<file path="src/rtl/uart_axi_master_pkg.sv">
// uart_axi_master_pkg: command/response bytes and FSM encoding for the UART AXI-Lite bridge
package uart_axi_master_pkg;
    localparam logic [7:0] CMD_WRITE = 8'h57;
    localparam logic [7:0] CMD_READ  = 8'h52;
    localparam logic [7:0] RSP_OK    = 8'h4B;
    localparam logic [7:0] RSP_ERR   = 8'h3F;
    typedef enum logic [2:0] {IDLE, GET_ADDR, GET_DATA, AW_W, B, AR, R, SEND} state_t;
endpackage

</file>
<file path="src/rtl/uart_axi_resp_serializer.sv">
// uart_axi_resp_serializer: shifts a 1- or 4-byte response into the TX FIFO, MSB first
module uart_axi_resp_serializer (
    input  logic        clk,
    input  logic        reset,
    input  logic        load,
    input  logic        four,
    input  logic [31:0] data,
    input  logic        tx_full,
    output logic [7:0]  w_data,
    output logic        wr_uart,
    output logic        done
);
    logic [31:0] sr;
    logic [2:0]  left;
    assign w_data  = sr[31:24];
    assign wr_uart = left != 3'd0 && !tx_full;
    assign done    = wr_uart && left == 3'd1;
    always_ff @(posedge clk or posedge reset) begin
        if (reset) begin
            sr   <= '0;
            left <= '0;
        end else if (load) begin
            sr   <= data;
            left <= four ? 3'd4 : 3'd1;
        end else if (wr_uart) begin
            sr   <= {sr[23:0], 8'h00};
            left <= left - 3'd1;
        end
    end
endmodule

</file>
<file path="src/rtl/uart_axi_lite_master.sv">
// uart_axi_lite_master: UART byte-command bridge issuing single AXI-Lite reads and writes
module uart_axi_lite_master
    import uart_axi_master_pkg::*;
#(
    parameter int ADDR_WIDTH = 32,
    parameter int DATA_WIDTH = 32,
    parameter int RX_TIMEOUT = 50000
) (
    input  logic                    clk,
    input  logic                    reset,
    input  logic                    rx_empty,
    input  logic [7:0]              r_data,
    output logic                    rd_uart,
    input  logic                    tx_full,
    output logic [7:0]              w_data,
    output logic                    wr_uart,
    output logic [ADDR_WIDTH-1:0]   o_axi_awaddr,
    output logic                    o_axi_awvalid,
    input  logic                    i_axi_awready,
    output logic [DATA_WIDTH-1:0]   o_axi_wdata,
    output logic [DATA_WIDTH/8-1:0] o_axi_wstrb,
    output logic                    o_axi_wvalid,
    input  logic                    i_axi_wready,
    input  logic                    i_axi_bvalid,
    output logic                    o_axi_bready,
    output logic [ADDR_WIDTH-1:0]   o_axi_araddr,
    output logic                    o_axi_arvalid,
    input  logic                    i_axi_arready,
    input  logic [DATA_WIDTH-1:0]   i_axi_rdata,
    input  logic                    i_axi_rvalid,
    output logic                    o_axi_rready
);
    localparam int TW = $clog2(RX_TIMEOUT);
    localparam logic [TW-1:0] T_MAX = TW'(RX_TIMEOUT - 1);
    state_t                  state;
    logic                    op_write;
    logic [1:0]              cnt;
    logic [TW-1:0]           timer;
    logic [ADDR_WIDTH-1:0]   addr;
    logic                    ser_load, ser_four, ser_done;
    logic [31:0]             ser_data;
    assign rd_uart      = !reset && !rx_empty && (state == IDLE || state == GET_ADDR || state == GET_DATA);
    assign o_axi_wstrb  = '1;
    assign o_axi_awaddr = addr;
    assign o_axi_araddr = addr;
    always_comb begin
        ser_load = (state == IDLE && rd_uart && r_data != CMD_WRITE && r_data != CMD_READ)
                || (state == B && i_axi_bvalid) || (state == R && i_axi_rvalid);
        ser_four = state == R;
        ser_data = state == R ? i_axi_rdata : {state == B ? RSP_OK : RSP_ERR, 24'h0};
    end
    uart_axi_resp_serializer u_ser (
        .clk     (clk),
        .reset   (reset),
        .load    (ser_load),
        .four    (ser_four),
        .data    (ser_data),
        .tx_full (tx_full),
        .w_data  (w_data),
        .wr_uart (wr_uart),
        .done    (ser_done)
    );
    always_ff @(posedge clk or posedge reset) begin
        if (reset) begin
            state         <= IDLE;
            op_write      <= 1'b0;
            cnt           <= '0;
            timer         <= '0;
            addr          <= '0;
            o_axi_wdata   <= '0;
            o_axi_awvalid <= 1'b0;
            o_axi_wvalid  <= 1'b0;
            o_axi_bready  <= 1'b0;
            o_axi_arvalid <= 1'b0;
            o_axi_rready  <= 1'b0;
        end else begin
            case (state)
                IDLE: if (rd_uart) begin
                    op_write <= r_data == CMD_WRITE;
                    cnt      <= '0;
                    timer    <= '0;
                    state    <= (r_data == CMD_WRITE || r_data == CMD_READ) ? GET_ADDR : SEND;
                end
                GET_ADDR: if (rd_uart) begin
                    addr  <= {addr[ADDR_WIDTH-9:0], r_data};
                    cnt   <= cnt + 2'd1;
                    timer <= '0;
                    if (cnt == 2'd3) begin
                        state         <= op_write ? GET_DATA : AR;
                        o_axi_arvalid <= !op_write;
                    end
                end else if (timer == T_MAX) state <= IDLE;
                else timer <= timer + TW'(1);
                GET_DATA: if (rd_uart) begin
                    o_axi_wdata <= {o_axi_wdata[DATA_WIDTH-9:0], r_data};
                    cnt         <= cnt + 2'd1;
                    timer       <= '0;
                    if (cnt == 2'd3) begin
                        state         <= AW_W;
                        o_axi_awvalid <= 1'b1;
                        o_axi_wvalid  <= 1'b1;
                    end
                end else if (timer == T_MAX) state <= IDLE;
                else timer <= timer + TW'(1);
                AW_W: begin
                    // each channel drops on its own handshake; move on once neither is pending
                    o_axi_awvalid <= o_axi_awvalid && !i_axi_awready;
                    o_axi_wvalid  <= o_axi_wvalid && !i_axi_wready;
                    if ((!o_axi_awvalid || i_axi_awready) && (!o_axi_wvalid || i_axi_wready)) begin
                        state        <= B;
                        o_axi_bready <= 1'b1;
                    end
                end
                B: if (i_axi_bvalid) begin
                    o_axi_bready <= 1'b0;
                    state        <= SEND;
                end
                AR: if (i_axi_arready) begin
                    o_axi_arvalid <= 1'b0;
                    o_axi_rready  <= 1'b1;
                    state         <= R;
                end
                R: if (i_axi_rvalid) begin
                    o_axi_rready <= 1'b0;
                    state        <= SEND;
                end
                SEND: if (ser_done) state <= IDLE;
                default: state <= IDLE;
            endcase
        end
    end
endmodule
</file>
<file path="config.mk">
export PLATFORM = sky130hd
export DESIGN_NAME = uart_axi_lite_master
export DESIGN_NICKNAME = d
export VERILOG_FILES = /design/src/rtl/uart_axi_master_pkg.sv /design/src/rtl/uart_axi_resp_serializer.sv /design/src/rtl/uart_axi_lite_master.sv
export SDC_FILE = /design/constraint.sdc
export NUM_CORES = 1
export LEC_CHECK = 0
export ABC_AREA = 0
export ABC_CLOCK_PERIOD_IN_PS = 4960
export BUFFER_PORTS_ARGS = -buffer_cell sky130_fd_sc_hd__buf_2
export CAP_MARGIN = 20
export CORE_ASPECT_RATIO = 0.9
export CORE_MARGIN = 8
export CORE_UTILIZATION = 51
export DETAILED_ROUTE_END_ITERATION = 6
export PLACE_DENSITY = 0.85
export SYNTH_ARGS = -nofsm -noshare
export SYNTH_HDL_FRONTEND = slang
export SYNTH_SLANG_ARGS = --single-unit
</file>
<file path="constraint.sdc">
create_clock -name clk -period 4.96 [get_ports clk]
set_input_delay 0.744 -clock clk [delete_from_list [all_inputs] [get_ports clk]]
set_output_delay 0.744 -clock clk [all_outputs]
set_load 0.02 [all_outputs]
</file>
==> implementation parameters <==
Parameter                              Value

Outcome
  Status ... finished, final reports clean

Critical path
  Depth of the worst register-to-register path ... 4
  Maximum single-stage delay on the critical path ... 0.61 ns
  Startpoint Class ... flop
  Kind of critical path ... reg2out
  Gate family responsible for the most delay along the worst path ... buffers and inverters
  WP buf/inv ... 3
  Largest fanout of any net on the critical path ... 26
  Worst setup slack for register-to-register paths ... between 1.5 and 2 ns
  Critical Path RT ... between 4 and 5 ns
  Slowest library cell on the worst path ... sky130_fd_sc_hd__a21o_1
  List of cells traversed by the critical path ... inv_1 > ha_1 > a21o_1 > clkinv_1 > buf_2
  Reg-to-reg startpoint ... state[1]
  RR Endpoint ... u_ser.sr[16]
  Signal arrival time at the worst endpoint ... ~2.5 ns
  Kind of capture point of the worst setup path ... output port

Power
  Post-layout power ... 4.39 mW
  IR drop worst, VDD ... roughly 330 uV
  Lkg Pwr ... 3.66 nW
  Power Dens Cells ... 608 nW/um^2

Timing
  Unrepaired setup endpoints after global routing ... false
  Max frequency ... 312 MHz
  Sum of negative setup slack ... 0 ns
  Clock tree skew after final layout ... approximately 0.0085 ns
  Final-report setup violation count ... 0
  Final-layout worst hold slack ... between 0.3 and 0.4 ns
  Worst-case headroom to the max-slew limit ... 30.5%
  Hold Vio Cnt, Final ... 0
  Post-route clock period utilization ... between 60% and 70%
  Minimum clock period after layout ... between 3 and 4 ns
  Final Max Slew Viols ... 0
  Measured slew at the worst slew-check pin ... ~1.0 ns

Hold path
  Hold WC Path Type ... in2async

Synth
  Synthesized area divided by synthesized cell count ... approximately 11 um^2
  Post-synthesis sequential area ratio ... a little over half
  Dominant synthesized flop cell ... sky130_fd_sc_hd__dfrtp_1
  Share of flip-flops with an asynchronous set or reset ... 100%
  Yosys cell types ... 56
  Synthesized netlist cell count ... 530
  Number of warnings issued by yosys ... 0
  Register bit total from synthesis ... between 100 and 150
  Number of synthesized flops with an enable pin ... 0
  Mapped Area ... ~6000 um^2

Route
  Pre-Repair DR Iteration Count ... 4
  Count of nets left with antenna violations after detail routing ... 0
  Via count ... 4,479
  Total length of routed wires ... 14.3 mm
  Wirelength per Cell ... 17.6 um
  Initial detailed-routing violation count ... 355
  Average vias per placed instance ... 5.52
  # DRC ... 0

Layout
  Highest-count cells in the layout ignoring fill and taps ... 159 x sky130_fd_sc_hd__buf_2, 126 x sky130_fd_sc_hd__dfrtp_1, 67 x sky130_fd_sc_hd__mux2_2
  Relative area change from synthesis to final layout ... 20.3%
  Share of cells above drive strength 1 ... between 40% and 50%
  Multi-input combinational cell area ... 2360 um^2
  Diodes inserted ... 0
  Post-route design area ... 7220 um^2
  Number of nets in the final layout ... about 700
  Footprint of the flip-flops and latches ... between 3000 and 4000 um^2
  Most frequent standard cell in the layout excluding fill and tap cells ... sky130_fd_sc_hd__buf_2
  Finished Layout Cells ... between 800 and 900
  Count of fill cells added during filler insertion ... approximately 910

GRT
  GR met2 Demand/Resource ... between 30 and 40%
  Met1 Usage GRT ... roughly 23%
  Largest net degree at the start of global routing ... 89
  First-pass GRT wire length ... 23.1 mm
  Met3 capacity usage during global routing ... 5.26%
  Most congested layer reported by global routing ... met2
  Initial antenna violation count ... 0
  Aggregate global-route resource usage ... between 10% and 20%
  Number of global-route vias before repair ... about 4,500
  GRT Residual Overflow ... 0

Clock network
  Total number of clock tree sinks ... 126
  Clock transition at the registers of the reported paths ... 0.06 ns
  TritonCTS buffer count ... 17
  Total of hold buffers inserted after clock tree synthesis ... 0
  Number of buffers added for setup after CTS ... 0
  TritonCTS clock tree ... yes
  H-tree depth reported by CTS ... 4
  Worst-Skew Late Latency ... between 0.4 and 0.5 ns
  # resized after CTS ... 0
  CTS max path bufs ... 2
  Master cell of the clock root buffer ... sky130_fd_sc_hd__clkbuf_16

Floorplanning
  Number of standard-cell rows in the floorplan ... 37
  Chip width ... 130 um
  Count of pins on the block boundary ... roughly 160
  Floorplan die height ... 119 um
  Initial standard-cell utilization of the core ... around 52%
  Die area ... 15,500 um^2
  Core Region ... ~11,000 um^2

Place
  Total instance count after detailed placement ... between 700 and 800
  Number of port buffers ... 159
  Instance area at placement ... 6570 um^2
  Routability congestion estimate from global placement ... ~0.9
  Post-detail-place hpwl ... between 10 and 15 mm

Job
  Count of max-cap constraint violations ... 0
[per-layer routing]
metal | wire, um | up-vias
met5 | 0 | -
met4 | 256 | 0
met3 | 893 | 21
met2 | 7180 | 153
met1 | 5950 | 2211
li1 | - | 2094
[layout make-up]
type,instances,share of cell area [%]
Inverter,10,0.555
Tap cell,156,2.71
Sequential cell,126,43.7
Clock buffer,19,6.28
Multi-Input combinational cell,327,32.7
Timing Repair Buffer,163,11.7
Clock inverter,11,2.31
[power breakdown]
part / total, mW / leakage (nW) / switching, mW / internal, mW
logic: 1.43 / 1.72 / 0.840 / 0.590
clock network: 1.29 / 0.297 / 0.436 / 0.859
registers: 1.66 / 1.64 / 0.304 / 1.36
[synthesized netlist by cell type, drive strengths merged (5+ instances only)]
| cell | n | share of area (%) |
|---|---|---|
| nand2 | 41 | 2.6 |
| buf | 61 | 7.1 |
| mux2 | 67 | 13 |
| clkbuf | 9 | 0.56 |
| o21ai | 26 | 2.2 |
| xnor2 | 8 | 1.2 |
| nand3 | 9 | 0.75 |
| nor3 | 14 | 1.3 |
| a22o | 13 | 1.9 |
| ha | 5 | 1.0 |
| nor4 | 5 | 0.52 |
| a2bb2oi | 18 | 2.6 |
| dfrtp | 126 | 53 |
| nor2 | 29 | 2.0 |
| or3 | 5 | 0.52 |
| nor2b | 6 | 0.63 |
| inv | 9 | 0.56 |
| a21oi | 21 | 1.8 |
[kinds of logic (layout without fill, tap and decap cells)]
kind of cell    count (synthesis)  count (layout)  share of synthesized area (%)
xor+xnor                        9               9                           1.31
fa+ha+maj                       5               5                           1.04
buf+inv                        80             203                           8.24
compound gates                106             106                           12.5
simple gates                  135             135                           11.6
flops                         126             126                           52.6
other cells                     1               4                         0.0625
mux                            68              68                           12.7
[how the worst max path moves through the flow]
stage                     slack (ns)     startpoint  cells past startpoint      endpoint
final                           1.75  u_ser.left[0]                      5       wr_uart
after global routing            1.58       state[1]                      4  u_ser.sr[16]
after CTS                       1.78  u_ser.left[0]                      5       wr_uart
after detailed placement        1.63      r_data[5]                      6  u_ser.sr[19]
after global placement          1.81      r_data[5]                      6  u_ser.sr[20]
after floorplan                 0.86          reset                      1        cnt[0]
[worst register-to-register path, stage by stage, from the launching register on]
cell and delay [ns]:
sky130_fd_sc_hd__dfrtp_1 0.75, sky130_fd_sc_hd__mux2_2 0.46, sky130_fd_sc_hd__a32oi_2 0.83, sky130_fd_sc_hd__nand2_1 0.66, sky130_fd_sc_hd__a2bb2oi_1 0.30
[registers in the layout, indices dropped and copies added, names as in the netlist]
signal and flops:
u_ser.left 3, cnt 2, o_axi_rready 1, o_axi_wvalid 1, o_axi_araddr 32, op_write 1, o_axi_bready 1, o_axi_awvalid 1
o_axi_arvalid 1, state 3, o_axi_wdata 32, u_ser.sr 32, timer 16
[stage by stage]
| stage | utilization [%] | setup slack, ns |
|---|---|---|
| floorplan | - | 0.860 |
| global placement | 57.4 | 1.81 |
| detailed placement | 57.4 | 1.63 |
| finish | 63.1 | 1.75 |
| CTS | 62.9 | 1.78 |
| global route | 63.1 | 1.58 |
Power figures use the tool's default switching activity.
